==> src/rtl/decim_average.sv <==
// Block-average decimator. Sums blocks of 2^k ce-qualified samples, rounds
// the block sum to its mean (round-half-up), and presents each mean on a
// ready/valid stream through a 2-entry output buffer. Results that arrive
// while the buffer is full and not draining are dropped, and a sticky
// overrun flag records the loss.
module decim_average #(
  parameter int DATA_WIDTH = 16,
  parameter int MAX_LOG2   = 8
) (
  input  logic                         clk,
  input  logic                         rst,
  input  logic                         ce,
  input  logic signed [DATA_WIDTH-1:0] din,
  input  logic        [3:0]            decim_log2,
  output logic signed [DATA_WIDTH-1:0] m_tdata,
  output logic                         m_tvalid,
  input  logic                         m_tready,
  output logic                         overrun
);

  localparam int ACC_W = DATA_WIDTH + MAX_LOG2;
  localparam int CNT_W = MAX_LOG2;
  localparam logic [3:0] K_MAX = 4'(MAX_LOG2);

  // Mean of a 2^k block: add half an LSB of the result, then arithmetic
  // shift. The sum is widened by one bit so the bias can never wrap. The
  // magnitude of a block mean never exceeds full scale, so the low
  // DATA_WIDTH bits are the exact result.
  function automatic logic signed [DATA_WIDTH-1:0] round_mean(
    input logic signed [ACC_W-1:0] s,
    input logic        [3:0]       k
  );
    logic signed [ACC_W:0] ext;
    logic signed [ACC_W:0] half;
    logic signed [ACC_W:0] biased;
    logic signed [ACC_W:0] shifted;
    ext  = {s[ACC_W-1], s};
    half = '0;
    if (k != 4'd0) begin
      half = (ACC_W+1)'(1) << (k - 4'd1);
    end
    biased  = ext + half;
    shifted = biased >>> k;
    return shifted[DATA_WIDTH-1:0];
  endfunction

  // Accumulate stage state
  logic        [CNT_W-1:0] cnt_q;
  logic signed [ACC_W-1:0] acc_q;
  logic        [3:0]       k_act_q;
  logic signed [ACC_W-1:0] sum_q;
  logic                    done_q;

  // Output buffer state
  logic signed [DATA_WIDTH-1:0] mem_q [0:1];
  logic                         rd_q;
  logic                         wr_q;
  logic        [1:0]            count_q;
  logic                         overrun_q;

  // Combinational helpers
  logic        [3:0]            k_req;
  logic        [3:0]            k_blk;
  logic        [CNT_W-1:0]      last_cnt;
  logic                         is_last;
  logic signed [ACC_W-1:0]      din_ext;
  logic signed [ACC_W-1:0]      acc_sum;
  logic signed [DATA_WIDTH-1:0] mean;
  logic                         full;
  logic                         empty;
  logic                         pop;
  logic                         push_ok;
  logic                         drop;

  // ---- Accumulate stage: block counting and running sum on ce ----

  // Exponent in force for the current sample: a fresh block takes the
  // (clamped) requested exponent, a block in progress keeps its own.
  always_comb begin
    k_req    = (decim_log2 > K_MAX) ? K_MAX : decim_log2;
    k_blk    = (cnt_q == '0) ? k_req : k_act_q;
    last_cnt = ~({CNT_W{1'b1}} << k_blk);
    is_last  = (cnt_q == last_cnt);
    din_ext  = {{MAX_LOG2{din[DATA_WIDTH-1]}}, din};
    acc_sum  = acc_q + din_ext;
  end

  // Block counter, accumulator, latched exponent and the one-cycle done pulse.
  always_ff @(posedge clk) begin
    if (rst) begin
      cnt_q   <= '0;
      acc_q   <= '0;
      k_act_q <= 4'd0;
      done_q  <= 1'b0;
    end else begin
      done_q <= ce && is_last;
      if (ce) begin
        if (cnt_q == '0) begin
          k_act_q <= k_req;
        end
        if (is_last) begin
          acc_q <= '0;
          cnt_q <= '0;
        end else begin
          acc_q <= acc_sum;
          cnt_q <= cnt_q + CNT_W'(1);
        end
      end
    end
  end

  // Completed block sum, qualified downstream by done_q.
  always_ff @(posedge clk) begin
    if (ce && is_last) begin
      sum_q <= acc_sum;
    end
  end

  // ---- Rounding stage: mean of the completed block ----

  // k_act_q still holds the finished block's exponent in the done cycle:
  // the next block can only relatch it on the following edge.
  always_comb begin
    mean = round_mean(sum_q, k_act_q);
  end

  // ---- Output buffer: 2-entry FIFO with overrun detection ----

  // Push/pop decisions; a push into a full buffer is accepted only when the
  // head leaves in the same cycle.
  always_comb begin
    full    = (count_q == 2'd2);
    empty   = (count_q == 2'd0);
    pop     = !empty && m_tready;
    push_ok = done_q && (!full || pop);
    drop    = done_q && full && !pop;
  end

  // Buffer pointers, occupancy and the sticky overrun flag.
  always_ff @(posedge clk) begin
    if (rst) begin
      rd_q      <= 1'b0;
      wr_q      <= 1'b0;
      count_q   <= 2'd0;
      overrun_q <= 1'b0;
    end else begin
      if (push_ok) begin
        wr_q <= ~wr_q;
      end
      if (pop) begin
        rd_q <= ~rd_q;
      end
      case ({push_ok, pop})
        2'b10:   count_q <= count_q + 2'd1;
        2'b01:   count_q <= count_q - 2'd1;
        default: count_q <= count_q;
      endcase
      if (drop) begin
        overrun_q <= 1'b1;
      end
    end
  end

  // Buffer storage; when full and popping, the slot written is the one
  // being vacated by the departing head.
  always_ff @(posedge clk) begin
    if (push_ok) begin
      mem_q[wr_q] <= mean;
    end
  end

  // Registered head entry drives the stream; forced to zero while empty so
  // the port reads zero out of reset without resetting the storage.
  always_comb begin
    m_tvalid = !empty;
    m_tdata  = empty ? '0 : mem_q[rd_q];
    overrun  = overrun_q;
  end

endmodule

==> config.mk <==
export PLATFORM = sky130hd
export DESIGN_NAME = decim_average
export DESIGN_NICKNAME = d
export VERILOG_FILES = /design/src/rtl/decim_average.sv
export SDC_FILE = /design/constraint.sdc
export NUM_CORES = 1
export LEC_CHECK = 0
export CAP_MARGIN = 20
export CORE_MARGIN = 2
export CORE_UTILIZATION = 35
export CTS_CLUSTER_DIAMETER = 40
export DETAILED_ROUTE_END_ITERATION = 10
export GPL_ROUTABILITY_DRIVEN = 0
export PLACE_DENSITY_LB_ADDON = 0.1
export SYNTH_ARGS = -nofsm -noshare
export SYNTH_HDL_FRONTEND = slang
export SYNTH_SLANG_ARGS = --single-unit
==> constraint.sdc <==
create_clock -name clk -period 10.7 [get_ports clk]
set_input_delay 2.14 -clock clk [delete_from_list [all_inputs] [get_ports clk]]
set_output_delay 2.14 -clock clk [all_outputs]
set_load 0.02 [all_outputs]
# ---- Word level (Yosys, flattened, before mapping)
# Memories as Yosys holds them, arrays and structs flattened. A register that Yosys moved wholly into a read port is not among the register bits.
# Index checks and enable logic that the tools add are counted.
dict set report totals {
  regBits 66
  ram_bits 32
  in_bits 24
  out_inout_bits 18
  memories 1
}
# memory depth word_bits rd rd_ports_with_merged_regs write_ports line_no
set mem_list {}
lappend mem_list {mem_q 2 16 1 1 1 55} ;# logic signed [DATA_WIDTH-1:0] mem_q [0:1];
dict set report classes {
  addsub 6
  magnitude_cmp 1
  eq_ne 4
  shift 3
  mux 11
  n_bitwise 3
  n_reduce_logical 13
}
# op count
set ops {}
lappend ops {{adder 24 x 25 -> 25 bit} 1}
lappend ops {{two-way mux 25 bit} 1}
lappend ops {{left shift 1 x 4 -> 25 bit (first input constant)} 1}
lappend ops {{>>> shifter 25 x 4 -> 16 bit} 1}
lappend ops {{adder 24 x 16 -> 24 bit} 1}
lappend ops {{two-way mux 24 bit} 1}
lappend ops {{two-way mux 16 bit} 1}
lappend ops {{adder 8 x 1 -> 8 bit (second input constant)} 1}
lappend ops {{== test 8 bit} 1}
lappend ops {{zero test 8 bit} 1}
lappend ops {{two-way mux 4 bit} 2}
lappend ops {{two-way mux 8 bit} 1}
lappend ops {{NOT 8 bit} 1}
lappend ops {{left shift 8 x 4 -> 8 bit (first input constant)} 1}
lappend ops {{logical AND 1 bit} 5}
lappend ops {{== test 2 bit (second input constant)} 2}
lappend ops {{> comparator 4 bit (second input constant)} 1}
lappend ops {{two-way mux 1 bit} 4}
lappend ops {{case mux 2 bit (2 select lines)} 1}
lappend ops {{nonzero test 4 bit} 1}
lappend ops {{subtractor 4 x 1 -> 4 bit (second input constant)} 1}
lappend ops {{zero test 1 bit} 3}
lappend ops {{adder 2 x 1 -> 2 bit (second input constant)} 1}
lappend ops {{== test 2 x 1 -> 1 bit (second input constant)} 1}
lappend ops {{other kinds (5)} 6}

# ---- Depth between registers and ports, before layout
dict set report logic_depth {
  word_depth 7
  depth_mapped 16
  ltp_nobuf 15
}

# ---- Worst setup path before layout
# OpenSTA, ideal clock, no wires.
dict set report synth_path {
  path_type {input-to-reg}
  startpoint {in decim_log2[3]}
  endpoint {reg sum_q[0] (enable)}
  setup_time_ns 0.379
  arrival_ns 4.244
  t_required_ns 10.321
  path_slack_ns 6.077
  stages 9
  n_path_buf 1
  path_cell_list {clkbuf_1 > or4_1 > nor3_1 > a31oi_1 > xnor2_1 > nor3_1 > o2111a_2 > nand2_1 > inv_1}
}
dict set report synth_via {
  elab_chain_cells 7
}
# item line_no
set synth_rtl {}
lappend synth_rtl {{start, declared} 14} ;# input logic [3:0] decim_log2,
lappend synth_rtl {{> comparator 4 bit} 80} ;# k_req = (decim_log2 > K_MAX) ? K_MAX : decim_log2;
lappend synth_rtl {{two-way mux 4 bit (*)} 80}
lappend synth_rtl {{two-way mux 4 bit (*)} --}
lappend synth_rtl {{left shift 8 x 4 -> 8 bit (*)} 82} ;# last_cnt = ~({CNT_W{1'b1}} << k_blk);
lappend synth_rtl {{NOT 8 bit (*)} 82}
lappend synth_rtl {{== test 8 bit (*)} 83} ;# is_last = (cnt_q == last_cnt);
lappend synth_rtl {{logical AND 1 bit (*)} 114} ;# if (ce && is_last) begin
lappend synth_rtl {{end signal, assigned} 115} ;# sum_q <= acc_sum;
lappend synth_rtl {{end, declared} 51} ;# logic signed [ACC_W-1:0] sum_q;
# Mark *: on every way between the ends. The rest lies on a longest branch, timed or not.
# A chain may end at the register's enable or synchronous reset.

# ---- Worst setup path after layout
# Same ends and word-level chain as after synthesis.

==> impl_summary.txt <==
----------------------------------------------------
[Timing]
  Count of final hold-check violations ... 0
  Top achievable clock speed ... approximately 200 MHz
  Worst Tran Pin Value ... 1030 ps
  Aggregate negative setup slack ... 0 ps
  Final count of negative-setup-slack endpoints ... 0
  Setup clock skew after layout ... 9.94 ps
  Number of max-slew violations in the final report ... 0
  Worst-case hold slack ... between 400 and 500 ps
  Relative slew slack ... a little under a third
  Post-layout worst setup margin ... approximately 5600 ps
  Time the final worst path needs with I/O delays and setup ... ~5100 ps
  Portion of the clock cycle consumed by the worst path in the final layout ... a little under half
  Setup repair after global routing missed its margin ... no

[Floorplanning]
  I/O pin cnt ... 42
  Area of the placeable core ... 21,700 um^2
  Die extent in y ... approximately 150 um
  Row cnt ... 54
  DIE WIDTH ... between 150 and 200 um
  Starting density of the core ... a little over a third
  Die footprint ... about 23,000 um^2

[Routing]
  DR DRC count ... 0
  DRC violation total after the first TritonRoute iteration ... between 300 and 400
  Via Count ... between 6k and 7k
  Final antenna-violating net count ... 0
  WL per Instance ... approximately 17 um
  DR pass1 iterations ... 5
  Total routed wirelength ... ~20,000 um
  Via/cell ratio ... approximately 5.5

[Synthesis]
  Simple-Gate Fraction of Synth Area ... a little over a fifth
  Complex-gate fraction of the synthesized area ... 20.3%
  Most instantiated cells after synthesis ... sky130_fd_sc_hd__nor2_1 (102), sky130_fd_sc_hd__a21oi_1 (71), sky130_fd_sc_hd__nand2_1 (64)
  Multiplexer share of the synthesized area ... roughly 7.8%
  Post-synthesis instance total ... 878
  Top area cells in the synthesized netlist ... sky130_fd_sc_hd__edfxtp_1 (22%), sky130_fd_sc_hd__dfxtp_1 (11%), sky130_fd_sc_hd__ha_1 (6.7%)
  Cell type with the highest aggregate area in the netlist ... sky130_fd_sc_hd__edfxtp_1
  Main combinational cell family by area after synthesis ... simple AND/OR/NAND/NOR gates
  Dominant cell by count in the synthesized netlist ... sky130_fd_sc_hd__nor2_1
  Seq/Total Area, Yosys ... 33.1%
  Area share of xor/xnor cells in the synthesized design ... 6.06%
  FF+latch count, synth ... a little under 100
  Number of synthesized flops with an enable pin ... 56
  Post-synthesis instance area ... roughly 7700 um^2
  Synthesized area per cell ... between 8 and 9 um^2
  Fraction of registers with async set/reset ... 0%
  Dominant synthesized flop cell ... sky130_fd_sc_hd__edfxtp_1
  Synthesized-area fraction occupied by adder cells ... ~7%
  Top cell type's share of synthesized area ... between 20% and 30%
  Number of distinct standard cells referenced by the synthesized netlist ... 82
  Number of nets produced by synthesis ... ~950
  Count of warnings emitted by yosys ... 0

[Placement]
  Setup slack after placement ... around 5200 ps
  DP Wirelength ... ~15,000 um
  Placed cells ... between 1k and 1.5k
  Port-buffer cells ... around 40
  Placed Area ... ~8300 um^2

[Final layout]
  Util after Layout ... 39.6%
  Ratio of cells with drive above 1 in the final layout ... roughly 6.3%
  # nets final ... 952
  Post-layout instance area ... around 8600 um^2
  Total area of multi-input combinational cells ... about 4800 um^2
  Growth of design area from synthesis to finish ... 11.8%
  Number of fill cells ... ~2.2k
  Number of standard cells in the final layout excluding fillers ... approximately 1.2k
  FF/Latch Area ... between 2000 and 3000 um^2
  Antenna cells ... 0

[Global routing]
  Global-route wire length before repair ... around 33,000 um
  Via count of the first global-routing pass ... 6,093
  Tot GR Track Use ... between 15 and 20%
  Largest net degree at the start of global routing ... 56
  Number of antenna violations at the first check in global routing ... 0
  Residual overflow from global routing ... 0

[Clock tree]
  CTS sink cnt ... 99
  CTS tree ... done
  Cell chosen for the clock root ... sky130_fd_sc_hd__clkbuf_16
  Post-CTS Hold Fix Bufs ... 0
  TritonCTS buffer count ... 9
  Level count of the clock H-tree ... 3
  CTS clk-pin slew, worst paths ... 70 ps
  Clk_lat worst skew ... approximately 360 ps
  Cells resized by post-CTS repair ... 0
  Maximum clock insertion buffer count ... 2
  Number of buffers inserted by post-CTS setup repair ... 0

[Setup path]
  Critical path fanouts, max ... 24
  List of cells traversed by the critical path ... clkdlybuf4s50_1 > or4_1 > nor3_1 > a31oi_1 > xnor2_1 > nor3_1 > o2111a_2 > nand2_1 > inv_1
  Req. time, crit path ... roughly 11,000 ps
  Largest incremental delay on the critical path ... roughly 680 ps
  Worst Setup End Kind ... register
  Endpoint arrival time on the critical path ... around 5100 ps
  Critical path class ... in2reg
  Crit path launch type ... primary input
  Most repeated library cell on the critical path ... sky130_fd_sc_hd__nor3_1
  Library cell contributing the largest single delay on the critical path ... sky130_fd_sc_hd__inv_1

[Run status]
  Result of the run ... completed

[Pwr]
  Total power per unit cell area ... between 100 and 150 nW/um^2
  Total power draw ... 1.05 mW
  Max VDD drop ... 0.0000635 V
  Leakage power ... between 3 and 4 nW

[Job]
  Number of max-capacitance violations reported ... 0

[Worst hold path]
  Type of the tightest min-delay check ... reg2reg

----------------------------------------------------
## cells by family after synthesis
group | after synthesis
AOI/OAI and AO/OA | 223
other | 1
DFF | 99
buffers and inverters | 79
muxes | 52
adders and majority gates | 43
and+or+nand+nor | 330
xor gates and xnor gates | 51
## worst paths after layout
kind            startpoint            to  slack, ps  cells past startpoint
max reg2reg     k_act_q[3]  mem_q[1][12]       5950                     16
max          decim_log2[3]      sum_q[0]       5610                      9
min              acc_q[21]     acc_q[21]        480                      2
min reg2reg      acc_q[21]     acc_q[21]        480                      2
## final cells by class
cell class	count	area share (%)
multi-input cells	700	56.1
flip-flops and latches	99	29.6
repair buffers	48	5.28
well taps	280	4.08
clock buffers	9	2.62
inverters	27	1.18
clock inverters	7	1.11
## state kept, by name (all words and copies together), names as in the netlist, named ones only
register and cells:
k_act_q 4, sum_q 24, mem_q 32, wr_q 1, acc_q 24, cnt_q 8, overrun 1, done_q 1
rd_q 1, count_q 2
## placed cells by master, fill, tap and decap left out, types with 22 or more instances in the layout
| cell type | n |
|---|---|
| sky130_fd_sc_hd__mux2i_1 | 44 |
| sky130_fd_sc_hd__edfxtp_1 | 56 |
| sky130_fd_sc_hd__nand3_1 | 39 |
| sky130_fd_sc_hd__inv_1 | 26 |
| sky130_fd_sc_hd__a21oi_1 | 71 |
| sky130_fd_sc_hd__xnor2_1 | 32 |
| sky130_fd_sc_hd__clkdlybuf4s50_1 | 39 |
| sky130_fd_sc_hd__nand2b_1 | 22 |
| sky130_fd_sc_hd__dfxtp_1 | 43 |
| sky130_fd_sc_hd__nand2_1 | 64 |
| sky130_fd_sc_hd__nor2_1 | 102 |
| sky130_fd_sc_hd__ha_1 | 41 |
## routing by layer
metal | track usage, % | vias to the layer above | wire length, um | share of wire, %
li1 | - | 3280 | - | -
met1 | 24.1 | 3024 | 9780 | 49
met2 | 28.1 | 97 | 9220 | 46
met3 | 2.42 | 23 | 595 | 3.0
met4 | 4.32 | 0 | 308 | 1.5
met5 | 0 | - | 0 | 0
## worst max-delay path, delay by kind of cell
family / cells / cell delay, ps
compound gates: 2 / 430
xor+xnor: 1 / 170
buf+inv: 2 / 1250
simple gates: 4 / 1070
## power by group
part           leakage [nW]  internal, mW  total, mW  switching, mW
clock                 0.156         0.188      0.348          0.160
combinational          2.30         0.108      0.265          0.157
sequential            0.856         0.428      0.437        0.00862
total                  3.31         0.724       1.05          0.326
No activity file was read; power rests on OpenSTA's default activity.
==> patch (same flow settings) <==
The parameter `DATA_WIDTH` goes from 16 to 32.
--- a/src/rtl/decim_average.sv
+++ b/src/rtl/decim_average.sv
@@ -4,7 +4,7 @@
 // while the buffer is full and not draining are dropped, and a sticky
 // overrun flag records the loss.
 module decim_average #(
-  parameter int DATA_WIDTH = 16,
+  parameter int DATA_WIDTH = 32,
   parameter int MAX_LOG2   = 8
 ) (
   input  logic                         clk,
Interface: changed (resized din and m_tdata); port bits go from 42 to 74. The function was not compared with the original's and may differ.
==> patch against the original RTL <==
Clock power up 74%. Synthesized cell count up 43%. Setup slack got worse by 0.12 ns. Hold slack got worse by 0.0090 ns. Synthesized area up 49%. Sequential power grew 67%. Wire length increased by 53%. Register-to-register slack improved by 0.06 ns. Final area increased by 54%. Total power increased by 67%. Largest cell class unchanged. Fmax down 2.3%. Sequential cell count grew 64.
==> patch: results <==
metrics = {
    "status": {
        "outcome": "finished clean",
    },
    "synthesis": {
        "async_flop_share": 0,
        "synth_common_cells": "136 x nor2_1, 108 x a21oi_1, 104 x edfxtp_1, 100 x nand2_1, 84 x mux2i_1",
        "synth_edf_count": 104,
        "synth-seq-cells": 163,
        "synth_area_leaders": "edfxtp_1 27%, dfxtp_1 10%, mux2i_1 7.3%",
        "yosysSeqAreaShare": 0.3755,
        "ys_dominant_reg_cell": "edfxtp_1",
        "synthDistinctLibCells": 81,
        "yosys_warnings": 0,
    },
    "global_routing": {
        "grt_pass1_wl_um": 50600,
        "grt_pass1_vias": 9252,
        "grt_max_degree": 49,
        "track_usage": 0.1860,
        "antenna_found_initial": 0,
    },
    "cts": {
        "postCtsSetupBuffers": 0,
        "clk_pin_slew_ns": 0.07,
        "root_buffer": "clkbuf_16",
        "cts_resized": 0,
        "cts.path.max_buffers": 2,
        "htree_levels": 4,
        "numCtsBuffers": 17,
        "clkLatencyLatePin_ns": 0.43,
    },
    "drt": {
        "dr.pass1.iters": 6,
        "drtIter0Drc": 566,
        "dr_total_vias": 9520,
        "wirelength_um": 30520,
    },
    "finish": {
        "drive_above_1_share": 0.06636,
        "fillers": 3288,
        "reg.largest.list": "mem_q (64), acc_q (40), sum_q (40)",
        "diodes": 0,
        "nNetsFinal": 1397,
    },
    "critical_path": {
        "crit_end": "acc_q[36]",
        "rr_worst_depth": 16,
        "regToRegStartpoint": "k_act_q[1]",
        "arrival_ns": 5.54,
        "r2r-end": "mem_q[0][25]",
        "regToRegSetupSlack_ns": 6.01,
        "crit_fanout": 4,
        "startpoint": "din[0]",
    },
    "sta": {
        "fin_worst_skew_ns": 0.009399,
        "relSlewSlack": 0.3353,
    },
    "worst_hold_path": {
        "min_path_type": "register to register",
    },
    "placement": {
        "dpl.hpwl_um": 22620,
        "portBuffers": 73,
    },
    "power": {
        "p_leak_uw": 0.004947,
        "ir_worst_vdd_mv": 0.09866,
    },
}
## patch: final cells by class
class,instances,share of cell area
Inverter,27,0.007689
Tap cell,442,0.04196
Clock inverter,10,0.008258
Sequential cell,163,0.3267
Clock buffer,22,0.03522
Multi-Input combinational cell,999,0.5151
Timing Repair Buffer,90,0.06502
## patch: cells by family (layout without fill, tap and decap cells)
family / after synthesis / count (layout) / synth area share
AOI/OAI and AO/OA: 357 / 357 / 0.2034
buffers and inverters: 93 / 149 / 0.03275
and+or+nand+nor: 399 / 399 / 0.1645
xor gates and xnor gates: 87 / 87 / 0.06779
muxes: 96 / 96 / 0.09006
other: 1 / 1 / 0.0003272
DFF: 163 / 163 / 0.3755
adders and majority gates: 59 / 59 / 0.06571
## patch: report_power, final
part	switching (uW)	internal, uW
Combinational	251	169
Clock	253	354
Sequential	16.6	714
Total	520	1240
## patch: worst min path at each step
stage                   start        end  slack, ns  depth (start not counted)
detailed placement  acc_q[10]  acc_q[10]       0.46                          2
floorplan            acc_q[0]   acc_q[0]       0.44                          2
CTS                 acc_q[10]  acc_q[10]       0.47                          2
global route        acc_q[25]  acc_q[25]       0.49                          1
finish                overrun    overrun       0.47                          2
global placement      overrun    overrun       0.45                          2
## patch: layer usage
metal	GRT usage	part of all wire	wire length (um)
met5	0	0	0
met1	0.2651	0.51	15420
met4	0.05524	0.015	448
met2	0.2966	0.45	13750
met3	0.02025	0.030	902
## patch: worst max-delay path, cell delays in order
cell	delay, ns
clkdlybuf4s50_1	0.47
ha_1	0.21
inv_1	0.07
fa_1	0.39
inv_1	0.08
a21o_1	0.13
a211oi_1	0.12
a211oi_1	0.46
o211ai_1	0.19
a21boi_0	0.44
a21oi_1	0.23
o21ai_0	0.26
xor2_1	0.12
a22o_1	0.22
## patch: stage by stage
step,cells,total power [uW],setup slack (ns),utilization,instance area (um^2)
6_report,1753,1757,5.488,0.4072,13180
5_1_grt,1753,1849,5.256,0.4072,13180
4_1_cts,1753,1771,5.560,0.4072,13180
3_5_place_dp,1721,1159,5.127,0.3895,12610
3_3_place_gp,1720,1157,5.142,0.3891,12600
2_1_floorplan,1255,1044,6.040,-,11460
